<file path="src/rtl/fft_bfly_scheduler.sv">
// Address/strobe sequencer for an in-place radix-2 DIT FFT built around one combinational butterfly.
// Each butterfly takes two cycles: RD (issue RAM/ROM reads) then EX (write MAC results back).
module fft_bfly_scheduler #(
  parameter int LOG2N  = 5,
  parameter int ADDR_W = LOG2N,
  parameter int TW_W   = LOG2N - 1
) (
  input  logic              i_clk,
  input  logic              i_rst_n,
  input  logic              i_start,
  output logic              o_busy,
  output logic              o_done,
  output logic              o_rd_en,
  output logic [ADDR_W-1:0] o_rd_addr0,
  output logic [ADDR_W-1:0] o_rd_addr1,
  output logic [TW_W-1:0]   o_tw_addr,
  output logic              o_wr_en,
  output logic [ADDR_W-1:0] o_wr_addr0,
  output logic [ADDR_W-1:0] o_wr_addr1,
  output logic [2:0]        o_stage
);

  localparam int S_W = $clog2(LOG2N + 1);
  localparam int K_W = ADDR_W - 1;
  localparam logic [S_W-1:0] S_LAST = S_W'(LOG2N - 1);
  localparam logic [K_W-1:0] K_LAST = '1;

  typedef enum logic [1:0] {
    ST_IDLE,
    ST_RD,
    ST_EX,
    ST_DONE
  } state_t;

  state_t            r_state, w_state_next;
  logic [S_W-1:0]    r_s, w_s_next;
  logic [K_W-1:0]    r_k, w_k_next;

  logic [ADDR_W-1:0] w_k_ext, w_mask, w_a, w_b;
  logic [TW_W-1:0]   w_tw;

  logic              r_busy, r_done, r_rd_en, r_wr_en;
  logic [ADDR_W-1:0] r_rd_addr0, r_rd_addr1, r_wr_addr0, r_wr_addr1;
  logic [TW_W-1:0]   r_tw_addr;
  logic [S_W-1:0]    r_stage;

  always_ff @(posedge i_clk or negedge i_rst_n) begin
    if (!i_rst_n) begin
      r_state <= ST_IDLE;
      r_s     <= '0;
      r_k     <= '0;
    end else begin
      r_state <= w_state_next;
      r_s     <= w_s_next;
      r_k     <= w_k_next;
    end
  end

  // Counters advance only on leaving EX; the final butterfly clears them for the next run.
  always_comb begin
    w_state_next = r_state;
    w_s_next     = r_s;
    w_k_next     = r_k;
    unique case (r_state)
      ST_IDLE: if (i_start) w_state_next = ST_RD;
      ST_RD:   w_state_next = ST_EX;
      ST_EX: begin
        if (r_k != K_LAST) begin
          w_k_next     = r_k + K_W'(1);
          w_state_next = ST_RD;
        end else if (r_s != S_LAST) begin
          w_k_next     = '0;
          w_s_next     = r_s + S_W'(1);
          w_state_next = ST_RD;
        end else begin
          w_k_next     = '0;
          w_s_next     = '0;
          w_state_next = ST_DONE;
        end
      end
      ST_DONE: w_state_next = ST_IDLE;
      default: w_state_next = ST_IDLE;
    endcase
  end

  // Butterfly pair for the upcoming (s,k): insert a zero at bit s of k to get the top index.
  always_comb begin
    w_k_ext = {1'b0, w_k_next};
    w_mask  = (ADDR_W'(1) << w_s_next) - ADDR_W'(1);
    w_a     = ((w_k_ext >> w_s_next) << (w_s_next + S_W'(1))) | (w_k_ext & w_mask);
    w_b     = w_a | (w_mask + ADDR_W'(1));
    w_tw    = TW_W'((w_k_ext & w_mask) << (S_LAST - w_s_next));
  end

  always_ff @(posedge i_clk or negedge i_rst_n) begin
    if (!i_rst_n) begin
      r_busy     <= 1'b0;
      r_done     <= 1'b0;
      r_rd_en    <= 1'b0;
      r_wr_en    <= 1'b0;
      r_rd_addr0 <= '0;
      r_rd_addr1 <= '0;
      r_wr_addr0 <= '0;
      r_wr_addr1 <= '0;
      r_tw_addr  <= '0;
      r_stage    <= '0;
    end else begin
      r_busy  <= (w_state_next == ST_RD) || (w_state_next == ST_EX);
      r_done  <= (w_state_next == ST_DONE);
      r_rd_en <= (w_state_next == ST_RD);
      r_wr_en <= (w_state_next == ST_EX);
      if (w_state_next == ST_RD) begin
        r_rd_addr0 <= w_a;
        r_rd_addr1 <= w_b;
        r_tw_addr  <= w_tw;
        r_stage    <= w_s_next;
      end
      // Write-back targets the pair that was just read; tw_addr stays put through EX.
      if (w_state_next == ST_EX) begin
        r_wr_addr0 <= r_rd_addr0;
        r_wr_addr1 <= r_rd_addr1;
      end
    end
  end

  assign o_busy     = r_busy;
  assign o_done     = r_done;
  assign o_rd_en    = r_rd_en;
  assign o_wr_en    = r_wr_en;
  assign o_rd_addr0 = r_rd_addr0;
  assign o_rd_addr1 = r_rd_addr1;
  assign o_wr_addr0 = r_wr_addr0;
  assign o_wr_addr1 = r_wr_addr1;
  assign o_tw_addr  = r_tw_addr;
  assign o_stage    = 3'(r_stage);

endmodule

</file>
<file path="config.mk">
export PLATFORM = sky130hd
export DESIGN_NAME = fft_bfly_scheduler
export DESIGN_NICKNAME = d
export VERILOG_FILES = /design/src/rtl/fft_bfly_scheduler.sv
export SDC_FILE = /design/constraint.sdc
export NUM_CORES = 1
export LEC_CHECK = 0
export CAP_MARGIN = 20
export CORE_MARGIN = 5
export CORE_UTILIZATION = 42
export DETAILED_ROUTE_END_ITERATION = 8
export PLACE_DENSITY = 0.68
export SKIP_CTS_REPAIR_TIMING = 1
export SLEW_MARGIN = 5
export SYNTH_ARGS = -nofsm -noshare
export SYNTH_HDL_FRONTEND = slang
export SYNTH_SLANG_ARGS = --single-unit
</file>
<file path="constraint.sdc">
create_clock -name i_clk -period 2.3 [get_ports i_clk]
set_input_delay 0.23 -clock i_clk [delete_from_list [all_inputs] [get_ports i_clk]]
set_output_delay 0.23 -clock i_clk [all_outputs]
set_load 0.005 [all_outputs]
</file>
==> key figures <==
GRT
  • Grt ovf: 0
  • Largest net degree at the start of global routing: 41
  • Vias in the first global route: 1698
  • GR Util All Layers: 0.1714
  • Initial antenna violation count: 0
  • First-pass GRT wire length: 8.224 mm

Detailed routing
  • Detail Route Antenna Nets: 0
  • DR pass1 iterations: 4
  • Drt drc: 0
  • Vias per inst: 5.253
  • DR iter-0 viols: 108
  • Routed WL: 5.051 mm
  • DR WL/cell: 15.59 microns
  • Via count: 1702

Job
  • Max-Cap Viols: 0

Floorplan
  • Chip width: 79.94 microns
  • Die ar.: 6390 sq um
  • Core area: 4723 sq um
  • IO Pins: 34
  • DIE HEIGHT: 79.94 microns
  • Starting Density: 0.4350
  • Rows: 25

Power
  • Sw power: 0.001399 W
  • Sequential share of power: 0.314
  • Max VDD drop: 0.6625 mV
  • Pwr per Cell Area: 1354 nW/um^2
  • Clock share of power: 0.148
  • Internal power: 0.002438 W
  • Sw Ratio: 0.3646
  • Leak Pwr: 1.241 nW
  • Gate power share: 0.538

Critical path
  • Crit path DAT: 2.44 ns
  • Worst stage delay on the critical path: 0.38 ns
  • Critical Path RT: 2.51 ns
  • Max Fanout on Critical Path: 6
  • Critical Path, Cell by Cell: ha_1 > nand2_1 > o211ai_1 > o31a_1 > inv_1 > ha_4 > buf_4 > nand2b_1 > a21oi_1 > nand2_1 > o32ai_2
  • Critical path's top delay family: compound AO/OA/AOI/OAI gates
  • Most used cell, CP: nand2_1
  • Kind of critical path: reg -> reg
  • Setup crit start kind: register
  • Worst path bufs/invs: 2
  • Crit end category: register
  • Worst path slowest cell: dfrtp_1

Clock tree
  • Later-pin clock latency in the skew report: 0.30 ns
  • TritonCTS clock tree: built
  • Total CTS buffers: 5
  • Clock tree root buffer cell: clkbuf_8
  • Number of clock sinks: 40
  • H-tree depth: 2
  • CTS Buffer Depth: 2
  • Clock-pin slew on the worst setup and hold paths: 0.08 ns

Timing
  • Layout Skew: 0.009430 ns
  • Worst-margin pin slew: 0.8734 ns
  • Setup violations, final: 0
  • TNS Setup: 0 ns
  • Worst slew margin: 0.4178
  • Period Utilization, post-route: 0.9701
  • Final min period: 2.231 ns
  • Achievable Freq: 0.4482 GHz
  • Final Hold Fails: 0
  • Final slew viol count: 0

Finish
  • Layout cells sized above 1: 0.2802
  • Area growth, synth to finish: 37.88%
  • Antenna Cells: 0
  • Final net count: 268
  • Final Util: 0.5997

Placed design
  • RD Place Congestion: 0.8816
  • Post-DP HPWL: 3.721 mm
  • IO buf count: 33

Synthesis
  • Post-synth cell types: 49
  • Count leader, synth: dfrtp_1
  • Synth top cells by count: 40 x dfrtp_1, 22 x nor2_1, 15 x inv_1, 12 x mux2_2, 11 x a21oi_1
  • Post-Syn Area per Cell: 10.76 sq um
  • Synth area leaders: dfrtp_1 49%, mux2_2 6.6%, ha_1 5.5%, nor2_1 4.0%, inv_1 2.7%
  • Synth Net Count: 203
  • Mapped Cells: 191
  • Sequential-to-total area share from yosys stat: 0.4872
  • Ys Warns: 0
  • Synth Flop Type: dfrtp_1
  • Async set-reset flop share out of synthesis: 1.000
  • Post-synth EDFFs: 0
  • Seq cells post-synth: 40
  • Area leader, netlist: dfrtp_1
  • Cell Area, Synth: 2054 sq um
  • Share of the synthesized area in the top cell type: 0.4872

Min path
  • Worst min path class: in -> async

Run status
  • Outcome: finished clean
==> through the flow <==
step           cell area, sq um  total power (W)  worst slack (ns)  std cells  hold WS (ns)
2_1_floorplan              2078         0.002193          0.001679        191      -0.06559
3_3_place_gp               2634         0.003118          0.007810        310        0.3998
3_5_place_dp               2634         0.003175          -0.03799        310        0.4088
4_1_cts                    2741         0.003753          -0.02967        318       0.08127
5_1_grt                    2833         0.004118          -0.07437        324        0.1388
6_report                   2833         0.003836           0.06883        324       0.04519
==> flip-flops by register name (all words and copies together) (netlist names), 2 cells and up <==
name,flops
o_rd_addr0,5
o_rd_addr1,5
o_stage,3
o_tw_addr,4
o_wr_addr0,5
o_wr_addr1,5
r_k,4
r_s,3
r_state,2
==> cell usage in the layout, fill, tap and decap left out, types with 5 or more instances in the layout <==
cell / instances
inv_1: 13
ha_1: 6
mux2_2: 12
buf_4: 30
dfrtp_1: 40
clkbuf_8: 5
a21oi_1: 10
nand2_1: 9
clkdlybuf4s50_1: 32
nor2_1: 21
==> worst register-to-register path, cell delays in order, from the launching register on <==
cell	delay [ns]
dfrtp_1	0.38
ha_1	0.19
nand2_1	0.10
o211ai_1	0.23
o31a_1	0.22
inv_1	0.09
ha_4	0.18
buf_4	0.15
nand2b_1	0.13
a21oi_1	0.14
nand2_1	0.08
o32ai_2	0.25
==> path summary, 6_finish.rpt <==
path	cells past startpoint	slack (ns)	end	startpoint
max	11	0.07	o_tw_addr[3]	r_k[1]
min	1	0.05	o_tw_addr[2]	i_rst_n
max reg2reg	11	0.07	o_tw_addr[3]	r_k[1]
min reg2reg	1	0.50	o_tw_addr[2]	o_tw_addr[2]
max in group asynchronous	1	1.69	r_s[2]	i_rst_n
min in group i_clk	1	0.50	o_tw_addr[2]	o_tw_addr[2]
==> per-layer routing <==
| layer | global-route usage | wire, microns | vias up |
|---|---|---|---|
| met4 | 0.08615 | 115 | 0 |
| li1 | - | - | 811 |
| met3 | 0.04289 | 261 | 13 |
| met5 | 0 | 0 | - |
| met2 | 0.2707 | 2482 | 55 |
| met1 | 0.2166 | 2192 | 823 |
==> cell families after synthesis <==
family,Yosys count,share of synthesized area
AND/OR/NAND/NOR,57,0.1474
AO/OA/AOI/OAI,48,0.1748
flip-flops,40,0.4872
buffers and inverters,21,0.04567
multiplexers,14,0.08161
adder cells (fa/ha/maj),9,0.05481
XOR/XNOR,2,0.008528
==> area by class of cell <==
class                           instances  area [sq um]
Fill cell                             423          1891
Multi-Input combinational cell        130          1030
Sequential cell                        40          1001
Timing Repair Buffer                   63         550.5
Tap cell                               67         83.83
Clock buffer                            6         72.57
Inverter                               16         60.06
Clock inverter                          2         35.03
==> power by group through the flow <==
stage | logic (W) | clock network, W | registers (W)
2_1_floorplan | 0.000979 | 0 | 0.00121
3_3_place_gp | 0.00192 | 0 | 0.00120
3_5_place_dp | 0.00196 | 0 | 0.00122
4_1_cts | 0.00196 | 0.000583 | 0.00121
5_1_grt | 0.00226 | 0.000607 | 0.00125
6_report | 0.00206 | 0.000569 | 0.00120
Note: power is estimated with default switching activity, not from simulation.
